**config.mk**
```make
export PLATFORM = sky130hd
export DESIGN_NAME = morse_symbol_decoder
export DESIGN_NICKNAME = d
export VERILOG_FILES = /design/src/rtl/morse_symbol_decoder.sv
export SDC_FILE = /design/constraint.sdc
export NUM_CORES = 1
export LEC_CHECK = 0
export BUFFER_PORTS_ARGS = -buffer_cell sky130_fd_sc_hd__buf_2
export CORE_MARGIN = 1.5
export CORE_UTILIZATION = 45
export CTS_CLUSTER_SIZE = 12
export DETAILED_ROUTE_END_ITERATION = 8
export PLACE_DENSITY_LB_ADDON = 0.15
export SYNTH_ARGS = -nofsm -noshare
export SYNTH_HDL_FRONTEND = slang
export SYNTH_SLANG_ARGS = --single-unit
```
**constraint.sdc**
```tcl
create_clock -name clk -period 5.8 [get_ports clk]
set_input_delay 0.29 -clock clk [delete_from_list [all_inputs] [get_ports clk]]
set_output_delay 0.29 -clock clk [all_outputs]
set_load 0.02 [all_outputs]
```
**src/rtl/morse_symbol_decoder.sv**
```systemverilog
// morse_symbol_decoder
//   Groups Morse dots/dashes from the input processor into one letter and
//   decodes it to uppercase ASCII (A-Z, 0-9) when a short space arrives.
//   Optional feature macro: MORSE_WORD_SPACE_EN (emit 0x20 after WORD_GAP
//   consecutive spaces following a letter).
// Ports:
//   clk, rst        clock, asynchronous active-high reset
//   sym_in[1:0]     00 dot, 01 dash, 11 short space, 10 ignored
//   sym_valid       sym_in qualifier
//   char_out[7:0]   decoded character, held between pulses
//   char_valid      one-cycle pulse, char_out valid
//   char_err        pulse with char_valid for undecodable/overflowed letters
//   sym_count[2:0]  symbols currently buffered
//   busy            letter being collected (COLLECT or OVERFLOW)
module morse_symbol_decoder #(
  parameter int unsigned MAX_SYMS = 5,
  parameter int unsigned WORD_GAP = 4
) (
  input  logic       clk,
  input  logic       rst,
  input  logic [1:0] sym_in,
  input  logic       sym_valid,
  output logic [7:0] char_out,
  output logic       char_valid,
  output logic       char_err,
  output logic [2:0] sym_count,
  output logic       busy
);

  localparam int unsigned CNT_W = 3;
  localparam logic [7:0]  CH_ERR = 8'h3F;

  if (MAX_SYMS < 1 || MAX_SYMS > 7 || WORD_GAP < 2 || WORD_GAP > 15) begin : g_param_check
    $error("morse_symbol_decoder: MAX_SYMS or WORD_GAP out of range");
  end

  typedef enum logic [1:0] {S_IDLE, S_COLLECT, S_OVERFLOW, S_GAP} state_t;

  state_t               state_q, state_d;
  logic [MAX_SYMS-1:0]  buf_q, buf_d;
  logic [CNT_W-1:0]     cnt_q, cnt_d;
  logic                 pend_q, pend_d;
  logic [7:0]           pend_char_q, pend_char_d;
  logic                 pend_err_q, pend_err_d;
  logic [7:0]           dec_char;
  logic                 is_mark, is_space;
`ifdef MORSE_WORD_SPACE_EN
  logic [3:0]           gap_q, gap_d;
`endif

  // ITU Morse lookup; pattern is right-aligned, first symbol MSB-most, dash=1
  function automatic logic [7:0] morse_lut(input logic [2:0] len, input logic [4:0] pat);
    logic [7:0] ch;
    ch = CH_ERR;
    case ({len, pat})
      {3'd2, 5'b00001}: ch = "A";
      {3'd4, 5'b01000}: ch = "B";
      {3'd4, 5'b01010}: ch = "C";
      {3'd3, 5'b00100}: ch = "D";
      {3'd1, 5'b00000}: ch = "E";
      {3'd4, 5'b00010}: ch = "F";
      {3'd3, 5'b00110}: ch = "G";
      {3'd4, 5'b00000}: ch = "H";
      {3'd2, 5'b00000}: ch = "I";
      {3'd4, 5'b00111}: ch = "J";
      {3'd3, 5'b00101}: ch = "K";
      {3'd4, 5'b00100}: ch = "L";
      {3'd2, 5'b00011}: ch = "M";
      {3'd2, 5'b00010}: ch = "N";
      {3'd3, 5'b00111}: ch = "O";
      {3'd4, 5'b00110}: ch = "P";
      {3'd4, 5'b01101}: ch = "Q";
      {3'd3, 5'b00010}: ch = "R";
      {3'd3, 5'b00000}: ch = "S";
      {3'd1, 5'b00001}: ch = "T";
      {3'd3, 5'b00001}: ch = "U";
      {3'd4, 5'b00001}: ch = "V";
      {3'd3, 5'b00011}: ch = "W";
      {3'd4, 5'b01001}: ch = "X";
      {3'd4, 5'b01011}: ch = "Y";
      {3'd4, 5'b01100}: ch = "Z";
      {3'd5, 5'b11111}: ch = "0";
      {3'd5, 5'b01111}: ch = "1";
      {3'd5, 5'b00111}: ch = "2";
      {3'd5, 5'b00011}: ch = "3";
      {3'd5, 5'b00001}: ch = "4";
      {3'd5, 5'b00000}: ch = "5";
      {3'd5, 5'b10000}: ch = "6";
      {3'd5, 5'b11000}: ch = "7";
      {3'd5, 5'b11100}: ch = "8";
      {3'd5, 5'b11110}: ch = "9";
      default:          ch = CH_ERR;
    endcase
    return ch;
  endfunction

  // Bits above the stored length are always zero, so truncation is safe
  assign dec_char = morse_lut(cnt_q, 5'(buf_q));
  assign is_mark  = sym_valid && !sym_in[1];
  assign is_space = sym_valid && (sym_in == 2'b11);

  // Next-state: letter collection and emission scheduling
  always_comb begin
    state_d     = state_q;
    buf_d       = buf_q;
    cnt_d       = cnt_q;
    pend_d      = 1'b0;
    pend_char_d = pend_char_q;
    pend_err_d  = 1'b0;
`ifdef MORSE_WORD_SPACE_EN
    gap_d       = gap_q;
`endif
    case (state_q)
      S_IDLE, S_GAP: begin
        if (is_mark) begin
          buf_d   = MAX_SYMS'(sym_in[0]);
          cnt_d   = CNT_W'(1);
          state_d = S_COLLECT;
        end
`ifdef MORSE_WORD_SPACE_EN
        else if (is_space && state_q == S_GAP) begin
          if (gap_q != 4'hF) gap_d = gap_q + 4'd1;
          // Counter passes WORD_GAP-1 only once per gap, so one space char
          if (gap_q == 4'(WORD_GAP - 1)) begin
            pend_d      = 1'b1;
            pend_char_d = 8'h20;
          end
        end
`endif
      end
      S_COLLECT: begin
        if (is_mark) begin
          if (cnt_q == CNT_W'(MAX_SYMS)) begin
            state_d = S_OVERFLOW;
          end else begin
            buf_d = (buf_q << 1) | MAX_SYMS'(sym_in[0]);
            cnt_d = cnt_q + CNT_W'(1);
          end
        end else if (is_space) begin
          pend_d      = 1'b1;
          pend_char_d = dec_char;
          pend_err_d  = (dec_char == CH_ERR);
          buf_d       = '0;
          cnt_d       = '0;
          state_d     = S_GAP;
`ifdef MORSE_WORD_SPACE_EN
          gap_d       = 4'd0;
`endif
        end
      end
      S_OVERFLOW: begin
        if (is_space) begin
          pend_d      = 1'b1;
          pend_char_d = CH_ERR;
          pend_err_d  = 1'b1;
          buf_d       = '0;
          cnt_d       = '0;
          state_d     = S_GAP;
`ifdef MORSE_WORD_SPACE_EN
          gap_d       = 4'd0;
`endif
        end
      end
      default: state_d = S_IDLE;
    endcase
  end

  // State, buffer and output registers
  always_ff @(posedge clk or posedge rst) begin
    if (rst) begin
      state_q     <= S_IDLE;
      buf_q       <= '0;
      cnt_q       <= '0;
      pend_q      <= 1'b0;
      pend_char_q <= 8'h00;
      pend_err_q  <= 1'b0;
      char_out    <= 8'h00;
      char_valid  <= 1'b0;
      char_err    <= 1'b0;
      busy        <= 1'b0;
    end else begin
      state_q     <= state_d;
      buf_q       <= buf_d;
      cnt_q       <= cnt_d;
      pend_q      <= pend_d;
      pend_char_q <= pend_char_d;
      pend_err_q  <= pend_err_d;
      char_valid  <= pend_q;
      char_err    <= pend_q & pend_err_q;
      if (pend_q) char_out <= pend_char_q;
      busy        <= (state_d == S_COLLECT) || (state_d == S_OVERFLOW);
    end
  end

`ifdef MORSE_WORD_SPACE_EN
  // Word-gap space counter
  always_ff @(posedge clk or posedge rst) begin
    if (rst) gap_q <= 4'd0;
    else     gap_q <= gap_d;
  end
`endif

  assign sym_count = cnt_q;

endmodule

```
== Word-level counts from Yosys, hierarchy flattened ==
Index checks and enable logic that the tools add are counted.
Widths: inputs -> output; s select.

* Word-level logic and storage cells: 97
* Flip-flop bits (word level): 31
* Bits of input ports: 5
* Bits in read-only memories: 0
* Memories: 0
* RAM bits: 0
* Bits in latches: 0

* Bitwise logic cells: 2
* Muxes and demuxes: 26
* Add/sub/neg operators: 1
* Div/mod/pow operators: 0
* $lt $le $gt $ge: 0
* Equality and inequality tests: 49
* Reductions and logical operators: 9
* Multipliers: 0
* Shift-type cells: 0

{| class="wikitable"
|+ Operator list
! operator !! number
|-
| $pmux 7 s36 || 1
|-
| $eq 8x8->1 const B || 22
|-
| $eq 8x7->1 const B || 12
|-
| $eq 8x6->1 const B || 3
|-
| $mux 8 || 3
|-
| $mux 5 || 4
|-
| $pmux 8 s2 || 1
|-
| $pmux 5 s3 || 1
|-
| $mux 3 || 4
|-
| $pmux 3 s3 || 1
|-
| $eq 2x2->1 const B || 4
|-
| $mux 2 || 4
|-
| $ne 2x2->1 const B || 4
|-
| $pmux 2 s3 || 1
|-
| $or 5x1->5 || 1
|-
| $eq 2x1->1 const B || 2
|-
| $mux 1 || 4
|-
| $pmux 1 s2 || 2
|-
| $reduce_and 4->1 || 1
|-
| $add 3x1->3 const B || 1
|-
| $eq 3x3->1 const B || 1
|-
| $ne 3x3->1 const B || 1
|-
| $logic_and 1x1->1 || 2
|-
| $logic_not 2->1 || 1
|-
| 6 further kinds || 6
|}

== Logic depth before layout (Yosys ltp) ==
Gate-level depths: netlist of the first run.

* Depth after elaboration: 7
* Mapped depth: 9

== Least setup slack after synthesis of the first run ==
Ideal clock, no wire load.

* Path kind: register to register
* Start point: register cnt_q[1], in the netlist sym_count[1]
* End point: register pend_char_q[6]
* Data arrival time: 2.059 ns
* Stages on the path, launching flop included: 9
* Setup slack: 3.619 ns
* Setup time: 0.122 ns
* Data required time: 5.678 ns
* Path through: dfrtp_1 -> buf_6 -> nand3b_1 -> nor2_1 -> o311ai_4 -> nand4_1 -> or4b_1 -> buf_2 -> a32o_1

* Longest elaborated chain between the ends: 5

{| class="wikitable"
|+ RTL lines
! element !! RTL line !! source
|-
| from (decl) || 41 || <nowiki>logic [CNT_W-1:0] cnt_q, cnt_d;</nowiki>
|-
| from (signal assigned) || 184 || <nowiki>cnt_q <= cnt_d;</nowiki>
|-
| $eq 8x8->1 (tied with other cells) || 55 || <nowiki>case ({len, pat})</nowiki>
|-
| $pmux 7 s36 * || 55 ||
|-
| $mux 8 * || 139 || <nowiki>end else if (is_space) begin</nowiki>
|-
| $mux 8 * || 132 || <nowiki>if (is_mark) begin</nowiki>
|-
| $pmux 8 s2 * || 113 || <nowiki>case (state_q)</nowiki>
|-
| to (signal assigned) || 186 || <nowiki>pend_char_q <= pend_char_d;</nowiki>
|-
| to (decl) || 43 || <nowiki>logic [7:0] pend_char_q, pend_char_d;</nowiki>
|}

Every way passes the cells marked *; elsewhere a longest branch is shown, timed or not. The select of a mux whose other input is x is not followed.
A chain may end at the register's enable or synchronous reset.

== Final worst setup path of the first run ==
* Start point: register cnt_q[2], in the netlist sym_count[2]
* End point: register pend_char_q[6]

Same word-level chain as after synthesis.

==> results of run 1 <==
-- per-layer routing --
layer  up-vias  GRT usage, %  wire [um]
met5         -             0          0
met4         0         9.015        189
met3        21         3.938        259
met2        71         30.86       2184
met1       833         26.28       2122
li1        864             -          -
-- sequential cells by signal, summed over array words and instances, names as in the netlist --
name         cells
char_valid       1
state_q          2
busy             1
pend_err_q       1
sym_count        3
buf_q            5
char_err         1
pend_q           1
pend_char_q      7
char_out         7
-- synthesized netlist by cell type, types with 2 or more instances --
| master | count | area [um2] |
|---|---|---|
| a22o_1 | 2 | 17.52 |
| o21a_1 | 2 | 15.01 |
| nor4_1 | 6 | 37.54 |
| dfrtp_1 | 29 | 725.7 |
| buf_6 | 3 | 33.78 |
| a211oi_1 | 2 | 15.01 |
| nand2_1 | 16 | 60.06 |
| a31oi_1 | 5 | 31.28 |
| xor2_1 | 4 | 35.03 |
| clkbuf_1 | 6 | 22.52 |
| inv_1 | 8 | 30.03 |
| nand3_1 | 5 | 25.02 |
| nor3_1 | 8 | 40.04 |
| o21ai_0 | 13 | 65.06 |
| a21oi_1 | 12 | 60.06 |
| and2b_2 | 2 | 17.52 |
| ha_1 | 4 | 50.05 |
| nand4_1 | 2 | 12.51 |
| nand3b_1 | 4 | 30.03 |
| mux2_2 | 8 | 90.09 |
| nand2b_1 | 7 | 43.79 |
| buf_4 | 4 | 30.03 |
| a32o_1 | 2 | 20.02 |
| clkbuf_8 | 6 | 82.58 |
| and2_1 | 2 | 12.51 |
| nor2b_1 | 3 | 18.77 |
| a22oi_1 | 4 | 30.03 |
| or4_1 | 2 | 15.01 |
| nor2_1 | 33 | 123.9 |
| or2b_2 | 2 | 17.52 |
| o22ai_1 | 2 | 12.51 |
-- cell families after synthesis --
kind of cell               Yosys count  share of synthesized area [%]
muxes                                8                          4.299
xor gates and xnor gates             4                          1.671
other                                1                         0.1789
AOI/OAI and AO/OA                   63                          21.85
and+or+nand+nor                    100                          25.25
buffers and inverters               28                          9.731
adders and majority gates            4                          2.388
DFF                                 29                          34.63
-- through the flow --
step	hold WS, ns	util, %
final	0.2625	49.23
after global routing	0.2769	49.23
after CTS	0.2642	49.23
after detailed placement	0.4707	46.94
after global placement	0.4458	46.94
after floorplan	0.3519	-
-- worst max-delay path: stages (launching register included) --
cell      delay (ns)
dfrtp_1         0.67
nand2b_1        0.39
nor3_1          0.12
o211ai_1        0.24
nand4_1         0.12
or4b_1          0.63
a32o_1          0.29
-- report_power, final --
| group | internal (uW) | switching (uW) | leakage (uW) |
|---|---|---|---|
| Sequential | 276 | 110 | 0.000359 |
| Combinational | 234 | 316 | 0.000539 |
| Clock | 107 | 75.1 | 0.0000542 |
| Total | 617 | 501 | 0.000952 |
-- placed cells by master (no fill, tap or decap), drive strengths merged, types with 3 or more instances in the layout --
master and instances:
ha 4, or4 3, buf 17, nand2 16, nor2 33, nor2b 3
clkbuf 7, o21ai 14, nor4 6, nand3 5, mux2 8, xor2 4
a22oi 4, a211oi 3, a31oi 5, nand2b 7, dfrtp 29, nand3b 5
a21oi 12, inv 8, nor3 8
-- how the worst max path moves through the flow --
stage / end / slack (ns) / depth (start not counted)
3_3_place_gp: pend_char_q[6]$_DFFE_PP0P_ / 3.30 / 6
6_report: pend_char_q[6]$_DFFE_PP0P_ / 3.21 / 6
2_1_floorplan: pend_char_q[6]$_DFFE_PP0P_ / 3.62 / 8
5_1_grt: pend_char_q[6]$_DFFE_PP0P_ / 3.07 / 6
4_1_cts: pend_char_q[6]$_DFFE_PP0P_ / 3.24 / 6
3_5_place_dp: pend_char_q[6]$_DFFE_PP0P_ / 3.25 / 6
-- layout make-up --
cell class	count	area share, %
well taps	52	2.994
repair buffers	17	3.915
multi-input cells	180	53.66
inverters	8	1.382
flip-flops and latches	29	33.39
clock inverters	1	0.2303
clock buffers	7	4.433
==> summary.md, run 1 <==
| Metric | Value |
|---|---|
| RD Place Congestion | about 1.0 |
| Post-synthesis cell area | about 2100 um2 |
| CP Class | reg2reg |
| Hold depth | 2 |
| Filler cell count in the final layout | about 440 |
| Cell Count, Final, Fillers Out | 294 |
| Io pins | 19 |
| PortBufs | 17 |
| Drt wl/cell | 16.18 um |
| WP data required | 5.97 ns |
| FMAX | slightly below 400 MHz |
| Critical path origin | sym_count[2]$_DFFE_PP0P_ |
| Number of remaining DRC errors | 0 |
| CTS tree | yes |
| Leak Pwr | 0.0009521 uW |
| Synthesis-stage register bit count | 29 |
| Clk_lat worst skew | 0.28 ns |
| Antenna diode count | 0 |
| Worst-path fanout max | 15 |
| Via density | just over 6 |
| Worst-Margin Slew | between 1 and 1.5 ns |
| Setup Buffers After CTS | 0 |
| Yosys warns | 0 |
| Core ar. | 4414 um2 |
| Status | finished clean |
| Maximum vdd drop | about 0.25 mV |
| Clock Sinks | 29 |
| Cts repair resizes | 0 |
| Die Span Y | 71.25 um |
| Worst Hold Class | in2reg |
| GR Util All Layers | roughly a fifth |
| Syn_area_per_cell | roughly 8.8 um2 |
| Pre-antenna DRT Iters | 5 |
| Cells after DPL | 286 |
| Area added between synthesis and finish | 3.701% |
| Clk pin slew, worst setup/hold paths | roughly 0.06 ns |
| Worst r2r path cells | 6 |
| Worst R2R Start | sym_count[2]$_DFFE_PP0P_ |
| Final Hold Fails | 0 |
| Max Cap Viol | 0 |
| Hold path endpoint | buf_q[0]$_DFFE_PP0P_ |
| Tot Pwr | ~1100 uW |
| Iteration-0 DRC Markers | 230 |
| Main synth FF type | dfrtp_1 |
| Fin crit period | 2.592 ns |
| Die Width | approximately 70 um |
| # hold bufs at CTS | 0 |
| Post-synth cell types | 60 |
| Final Slew Violations | 0 |
| CP endpoint kind | flip-flop |
| Dpl ws | 3.247 ns |
| R2R setup slack | ~3.2 ns |
| Row count | 24 |
| RSZ-0062 raised after global routing | false |
| Vias | roughly 1.8k |
| Data arrival time of the worst path | ~2.8 ns |
| Smallest setup slack after layout | between 3 and 4 ns |
| Nets | between 200 and 300 |
| Post-synth EDFFs | 0 |
| Post-place instance area | approximately 2100 um2 |
| Final ANT Viol Nets | 0 |
| Finished layout cell area | about 2200 um2 |
| Crit start category | flip-flop |
| Post-DP HPWL | 3.327 mm |
| Syn nets | around 250 |
| H-tree depth | 2 |
| Worst slew margin | 28.02% |
| Global-route wire length before repair | between 7 and 8 mm |
| Final TNS setup | 0 ns |
| Storage cell area | 725.7 um2 |
| Largest net degree at the start of global routing | 30 |
| Initial Util | ~47% |
| Vias in the first global route | between 1.5k and 2k |
| Area of the multi-input gates | about 1200 um2 |
| Fin crit share | 44.69% |
| Seq/Total Area, Yosys | about a third |
| Initial antenna violation count | 0 |
| Async set or reset register ratio after synthesis | 100.0% |
| CTS buffer count | 5 |
| Cell Pwr Density | 514.5 nW/um2 |
| R2r endpoint | pend_char_q[6]$_DFFE_PP0P_ |
| CTS max path bufs | 2 |
| Worst hold start | sym_in[0] |
| Root buf cell | clkbuf_8 |
| Die ar. | 5076 um2 |
| Final wirelength | about 4.8 mm |
| Setup Viol. Count Final | 0 |
| Clock Skew | roughly 0.0066 ns |
| Share of layout cells above drive strength 1 | between 10% and 20% |
| Post-Syn Instances | around 240 |
| Total grt overflow | 0 |
Note: power is estimated with default switching activity, not from simulation.
==> run 2: changes to the inputs <==
==> constraint.sdc (replaced) <==
create_clock -name clk -period 2.6 [get_ports clk]
set_input_delay 0.13 -clock clk [delete_from_list [all_inputs] [get_ports clk]]
set_output_delay 0.13 -clock clk [all_outputs]
set_load 0.02 [all_outputs]
==> run 2 against run 1 <==
- hold slack worse by 0.15 ns
- clock skew down 0.0013 ns
- maximum frequency up 7.2%
- power up 120%
- count of clock-buffer cells in the layout down 1
- first-iteration DRC count up 3.0%
==> summary.md, run 2 (synthesis gave the netlist of run 1 again) <==
| Metric | Value |
|---|---|
| Area added between synthesis and finish | 7.343% |
| Biggest regs | char_out (7), pend_char_q (7), buf_q (5) |
| Worst-Margin Slew | approximately 0.54 ns |
| Met3 wire length | roughly 200 um |
| Routed length on met2 | ~2.1 mm |
| Clock Sinks | 29 |
| Worst slew margin | 64.08% |
| Pre-antenna DRT Iters | 5 |
| H-tree depth | 2 |
| CTS tree | yes |
| Crit start category | flip-flop |
| Status | finished clean |
| Setup Viol. Count Final | 0 |
| Cell Pwr Density | roughly 1100 nW/um2 |
| Largest net degree at the start of global routing | 30 |
| Comb power frac | a little over half |
| Leak Pwr | between 0.001 and 0.0015 uW |
| Internal power | 1383 uW |
| RSZ-0062 raised after global routing | false |
| Die Span Y | between 70 and 80 um |
| Drt wl/cell | between 10 and 15 um |
| Psw | 1133 uW |
| CTS buffer count | 5 |
| Clk pin slew, worst setup/hold paths | roughly 0.060 ns |
| Total grt overflow | 0 |
| Post-DP HPWL | approximately 3.4 mm |
| DR top layer | met4 |
| Clock Power Share | 14.1% |
| Filler cell count in the final layout | around 410 |
| Setup Buffers After CTS | 0 |
| Metal-1 WL | between 2 and 2.5 mm |
| Fin crit share | 92.98% |
| Final Slew Violations | 0 |
| Final Util | 50.96% |
| CTS max path bufs | 2 |
| Leading cell type in the layout, fill and taps excluded | nor2_1 |
| Sw Share | 45.03% |
| CP endpoint kind | flip-flop |
| Worst Hold Class | in2reg |
| Clk_lat worst skew | between 0.2 and 0.3 ns |
| FMAX | approximately 410 MHz |
| Row count | 24 |
| Root buf cell | clkbuf_8 |
| Vias in the first global route | 1666 |
| Final wirelength | 4.577 mm |
| Die Width | just over 70 um |
| PortBufs | 17 |
| Die ar. | 5076 um2 |
| Worst-path fanout max | 15 |
| Hold WS | roughly 0.11 ns |
| Clock Skew | between 0.005 and 0.006 ns |
| Share of layout cells above drive strength 1 | 22.44% |
| Post-place instance area | roughly 2200 um2 |
| Iteration-0 DRC Markers | around 240 |
| RD Place Congestion | between 0.9 and 1 |
| Core ar. | 4414 um2 |
| Final Hold Fails | 0 |
| Final TNS setup | 0 ns |
| Io pins | 19 |
| GR Util All Layers | ~20% |
| Part of the power in registers | ~32% |
| Max Cap Viol | 0 |
| Data arrival time of the worst path | roughly 2.6 ns |
| Maximum vdd drop | approximately 0.53 mV |
| Fin crit period | roughly 2.4 ns |
| Global-route wire length before repair | around 7.7 mm |
| Most frequent cells in the layout | 33 x nor2_1, 29 x dfrtp_1, 17 x buf_2 |
| Number of remaining DRC errors | 0 |
| Finished layout cell area | 2250 um2 |
| Via density | between 5 and 6 |
| Vias | between 1.5k and 2k |
| Antenna diode count | 0 |
| WP data required | around 2.8 ns |
| Initial Util | 47.48% |
| Initial antenna violation count | 0 |
| Final ANT Viol Nets | 0 |
| CP Class | reg2reg |
| Nets | 262 |
[run 2: power groups by stage]
stage | clock network (uW) | registers, uW | logic (uW)
after CTS | 367 | 805 | 1350
after floorplan | 0 | 826 | 1050
after global routing | 393 | 840 | 1500
final | 355 | 805 | 1360
after global placement | 0 | 812 | 1350
after detailed placement | 0 | 815 | 1340
[run 2: worst paths after layout]
check                                               from                         end  slack (ns)  cells after the start
worst max-delay path            sym_count[1]$_DFFE_PP0P_  pend_char_q[6]$_DFFE_PP0P_        0.18                      6
worst min-delay path                           sym_in[0]        buf_q[0]$_DFFE_PP0P_        0.11                      2
worst max register to register  sym_count[1]$_DFFE_PP0P_  pend_char_q[6]$_DFFE_PP0P_        0.18                      6
worst min register to register      pend_err_q$_DFF_PP0_          char_err$_DFF_PP0_        0.46                      1
max in group asynchronous                            rst  pend_char_q[6]$_DFFE_PP0P_        1.87                      4
min in group asynchronous                            rst        char_valid$_DFF_PP0_        0.46                      4
[run 2: metrics by stage]
step	power (uW)	setup WS (ns)	std cells
floorplan	1874	0.4193	237
global placement	2162	0.2384	297
detailed placement	2154	0.1996	297
CTS	2518	0.1843	306
global route	2729	0.02360	306
finish	2516	0.1824	306
[run 2: layout make-up]
type	instances	area [um2]	area share, %
clock inverters	2	10.01	0.4449
repair buffers	29	177.7	7.898
flip-flops and latches	29	725.7	32.26
clock buffers	6	72.57	3.226
multi-input cells	180	1169	51.95
well taps	52	65.06	2.892
inverters	8	30.03	1.335
[run 2: what timing repair did]
item                                    4_1_cts  5_1_grt
endpoints found under the setup margin        0        1
hold endpoints to repair                     29        0
gates resized for setup                       0        1
hold buffers                                  1        0
[run 2: worst max-delay path, stage by stage (launching register included)]
cell       delay, ns
dfrtp_1         0.62
nand2b_1        0.32
a2111oi_2       0.09
a211oi_2        0.21
nand4_1         0.12
or4b_1          0.64
a32o_1          0.30
[run 2: layer usage]
| metal | GRT usage, % | vias up |
|---|---|---|
| met1 | 26.51 | 871 |
| met2 | 29.53 | 51 |
| met5 | 0 | - |
| met3 | 5.345 | 12 |
| li1 | - | 888 |
| met4 | 7.966 | 0 |
==> run 3: changes to the inputs <==
--- a/config.mk
+++ b/config.mk
@@ -8,9 +8,9 @@
 export BUFFER_PORTS_ARGS = -buffer_cell sky130_fd_sc_hd__buf_2
 export CORE_MARGIN = 1.5
 export CORE_UTILIZATION = 45
+export CTS_CLUSTER_DIAMETER = 50
 export CTS_CLUSTER_SIZE = 12
 export DETAILED_ROUTE_END_ITERATION = 8
-export PLACE_DENSITY_LB_ADDON = 0.15
 export SYNTH_ARGS = -nofsm -noshare
 export SYNTH_HDL_FRONTEND = slang
 export SYNTH_SLANG_ARGS = --single-unit
==> run 3 against run 2 <==
- non-clock buffer count shrank 2
- sequential share of layout area is essentially flat
- count of clock-buffer cells in the layout grew 1
- critical path type unchanged
- highest routed layer unchanged
==> summary.md, run 3 (synthesis gave the netlist of run 1 again) <==
| Metric | Value |
|---|---|
| Leading cell type in the layout, fill and taps excluded | nor2_1 |
| Core ar. | 4414 um2 |
| Clock Skew | about 0.011 ns |
| Worst R2R Start | buf_q[3]$_DFFE_PP0P_ |
| Worst-Margin Slew | 0.5279 ns |
| Setup Viol. Count Final | 0 |
| Part of the power in registers | roughly 31% |
| CP Class | reg2reg |
| Via density | between 6 and 7 |
| CP cell instances | or2_2, a2111oi_2, a211oi_2, nand4_1, or4b_1, a32o_1 |
| Largest net degree at the start of global routing | 30 |
| Maximum vdd drop | approximately 0.5 mV |
| R2r endpoint | pend_char_q[6]$_DFFE_PP0P_ |
| Drt wl/cell | 15.85 um |
| Io pins | 19 |
| Clk pin slew, worst setup/hold paths | roughly 0.07 ns |
| Data arrival time of the worst path | ~2.6 ns |
| Clk_lat worst skew | 0.28 ns |
| Setup Buffers After CTS | 0 |
| Die Span Y | a little over 70 um |
| Number of remaining DRC errors | 0 |
| Comb power frac | between 50% and 60% |
| Row count | 24 |
| PortBufs | 17 |
| Biggest regs | char_out (7), pend_char_q (7), buf_q (5) |
| CTS max path bufs | 2 |
| H-tree depth | 2 |
| RD Place Congestion | just under 1 |
| CP max-delay cell | dfrtp_1 |
| Leak Pwr | roughly 0.001 uW |
| Filler cell count in the final layout | 439 |
| Share of layout cells above drive strength 1 | between 20 and 25% |
| Worst r2r path cells | 6 |
| Max Cap Viol | 0 |
| WP data required | around 2.8 ns |
| Status | finished clean |
| Area added between synthesis and finish | 7.582% |
| Final Slew Violations | 0 |
| Crit-path max cell delay | around 0.64 ns |
| Antenna diode count | 0 |
| Die ar. | 5076 um2 |
| CTS buffer count | 5 |
| Fin crit period | 2.405 ns |
| Total grt overflow | 0 |
| GR Util All Layers | a little over 20% |
| Final Hold Fails | 0 |
| Worst Hold Class | in2reg |
| Final ANT Viol Nets | 0 |
| Worst-path fanout max | 13 |
| Sw Share | 44.30% |
| Global-route wire length before repair | approximately 8.3 mm |
| RSZ-0062 raised after global routing | false |
| Hold path endpoint | buf_q[0]$_DFFE_PP0P_ |
| FMAX | between 400 and 500 MHz |
| Worst hold start | sym_in[0] |
| Nets | between 200 and 300 |
| R2R setup slack | between 0.15 and 0.2 ns |
| Worst slew margin | 64.54% |
| Root buf cell | clkbuf_8 |
| Die Width | between 70 and 80 um |
| Cell Pwr Density | between 1000 and 1500 nW/um2 |
| Clock Power Share | between 10% and 20% |
| Vias | about 1.8k |
| CTS tree | yes |
| Post-DP HPWL | roughly 3.6 mm |
| Clock Sinks | 29 |
| Crit start category | flip-flop |
| Internal power | about 1400 uW |
| Vias in the first global route | 1814 |
| Final wirelength | ~4.8 mm |
| Most frequent cells in the layout | 33 x nor2_1, 28 x dfrtp_1, 17 x buf_2 |
| Initial antenna violation count | 0 |
| Final TNS setup | 0 ns |
| Hold depth | 2 |
| Iteration-0 DRC Markers | approximately 240 |
| CP endpoint kind | flip-flop |
| Psw | between 1000 and 1500 uW |
| Initial Util | between 40 and 50% |
| Cells after DPL | around 300 |
| Cell Count, Final, Fillers Out | between 300 and 400 |
| Fin crit share | just over 90% |
| Pre-antenna DRT Iters | 5 |
## run 3: cell types whose count changed in the layout (fill, tap and decap cells not counted)
cell / delta
clkbuf_8: +2
buf_4: -2
dfrtp_1: -1
clkbuf_1: -1
clkinv_2: -1
dfrtp_2: +1
## run 3: worst max-delay path, delay by kind of cell, from the launching register on
family / cells / cell delay (ns)
DFF: 1 / 0.64
and+or+nand+nor: 3 / 1.04
AOI/OAI and AO/OA: 3 / 0.61
## run 3: worst max path at each step
stage	slack [ns]	start	end
after floorplan	0.42	sym_count[1]$_DFFE_PP0P_	pend_char_q[6]$_DFFE_PP0P_
after global placement	0.26	buf_q[3]$_DFFE_PP0P_	pend_char_q[6]$_DFFE_PP0P_
after detailed placement	0.19	sym_count[2]$_DFFE_PP0P_	pend_char_q[6]$_DFFE_PP0P_
after CTS	0.17	sym_count[2]$_DFFE_PP0P_	pend_char_q[6]$_DFFE_PP0P_
after global routing	0.03	sym_count[2]$_DFFE_PP0P_	pend_char_q[6]$_DFFE_PP0P_
final	0.20	buf_q[3]$_DFFE_PP0P_	pend_char_q[6]$_DFFE_PP0P_
## run 3: stage by stage
stage	hold slack, ns	power [uW]	setup slack [ns]	instance area [um2]	utilization (%)
floorplan	0.2081	1874	0.4193	2096	-
detailed placement	0.2263	2164	0.1879	2140	48.47
global route	0.1234	2797	0.02686	2255	51.08
CTS	0.1092	2574	0.1654	2251	50.99
global placement	0.2164	2165	0.2594	2140	48.47
finish	0.1228	2567	0.1952	2255	51.08
## run 3: layout make-up
type / count / area [um2] / share of cell area, %
clock inverters: 1 / 5.005 / 0.2220
multi-input cells: 180 / 1169 / 51.83
clock buffers: 7 / 96.34 / 4.273
repair buffers: 27 / 162.7 / 7.214
flip-flops and latches: 29 / 726.9 / 32.24
well taps: 52 / 65.06 / 2.886
inverters: 8 / 30.03 / 1.332
## run 3: repair_timing
action	in CTS	in global routing
endpoints found under the hold margin	29	0
setup endpoints to repair	0	2
gates resized for setup	0	2
hold buffers	1	0
## run 3: power by group through the flow
stage	registers, uW	logic (uW)	clock network, uW
floorplan	826	1050	0
global placement	805	1360	0
global route	835	1530	435
detailed placement	809	1360	0
finish	802	1360	403
CTS	800	1360	413
## run 3: metal layers
layer | vias to the layer above | routed length [um] | global-route usage (%) | share of wire (%)
met5 | - | 0 | 0 | 0
met4 | 0 | 138 | 8.176 | 2.9
met3 | 18 | 235 | 5.204 | 4.9
met2 | 64 | 2372 | 34.88 | 49
met1 | 874 | 2071 | 25.32 | 43
li1 | 885 | - | - | -
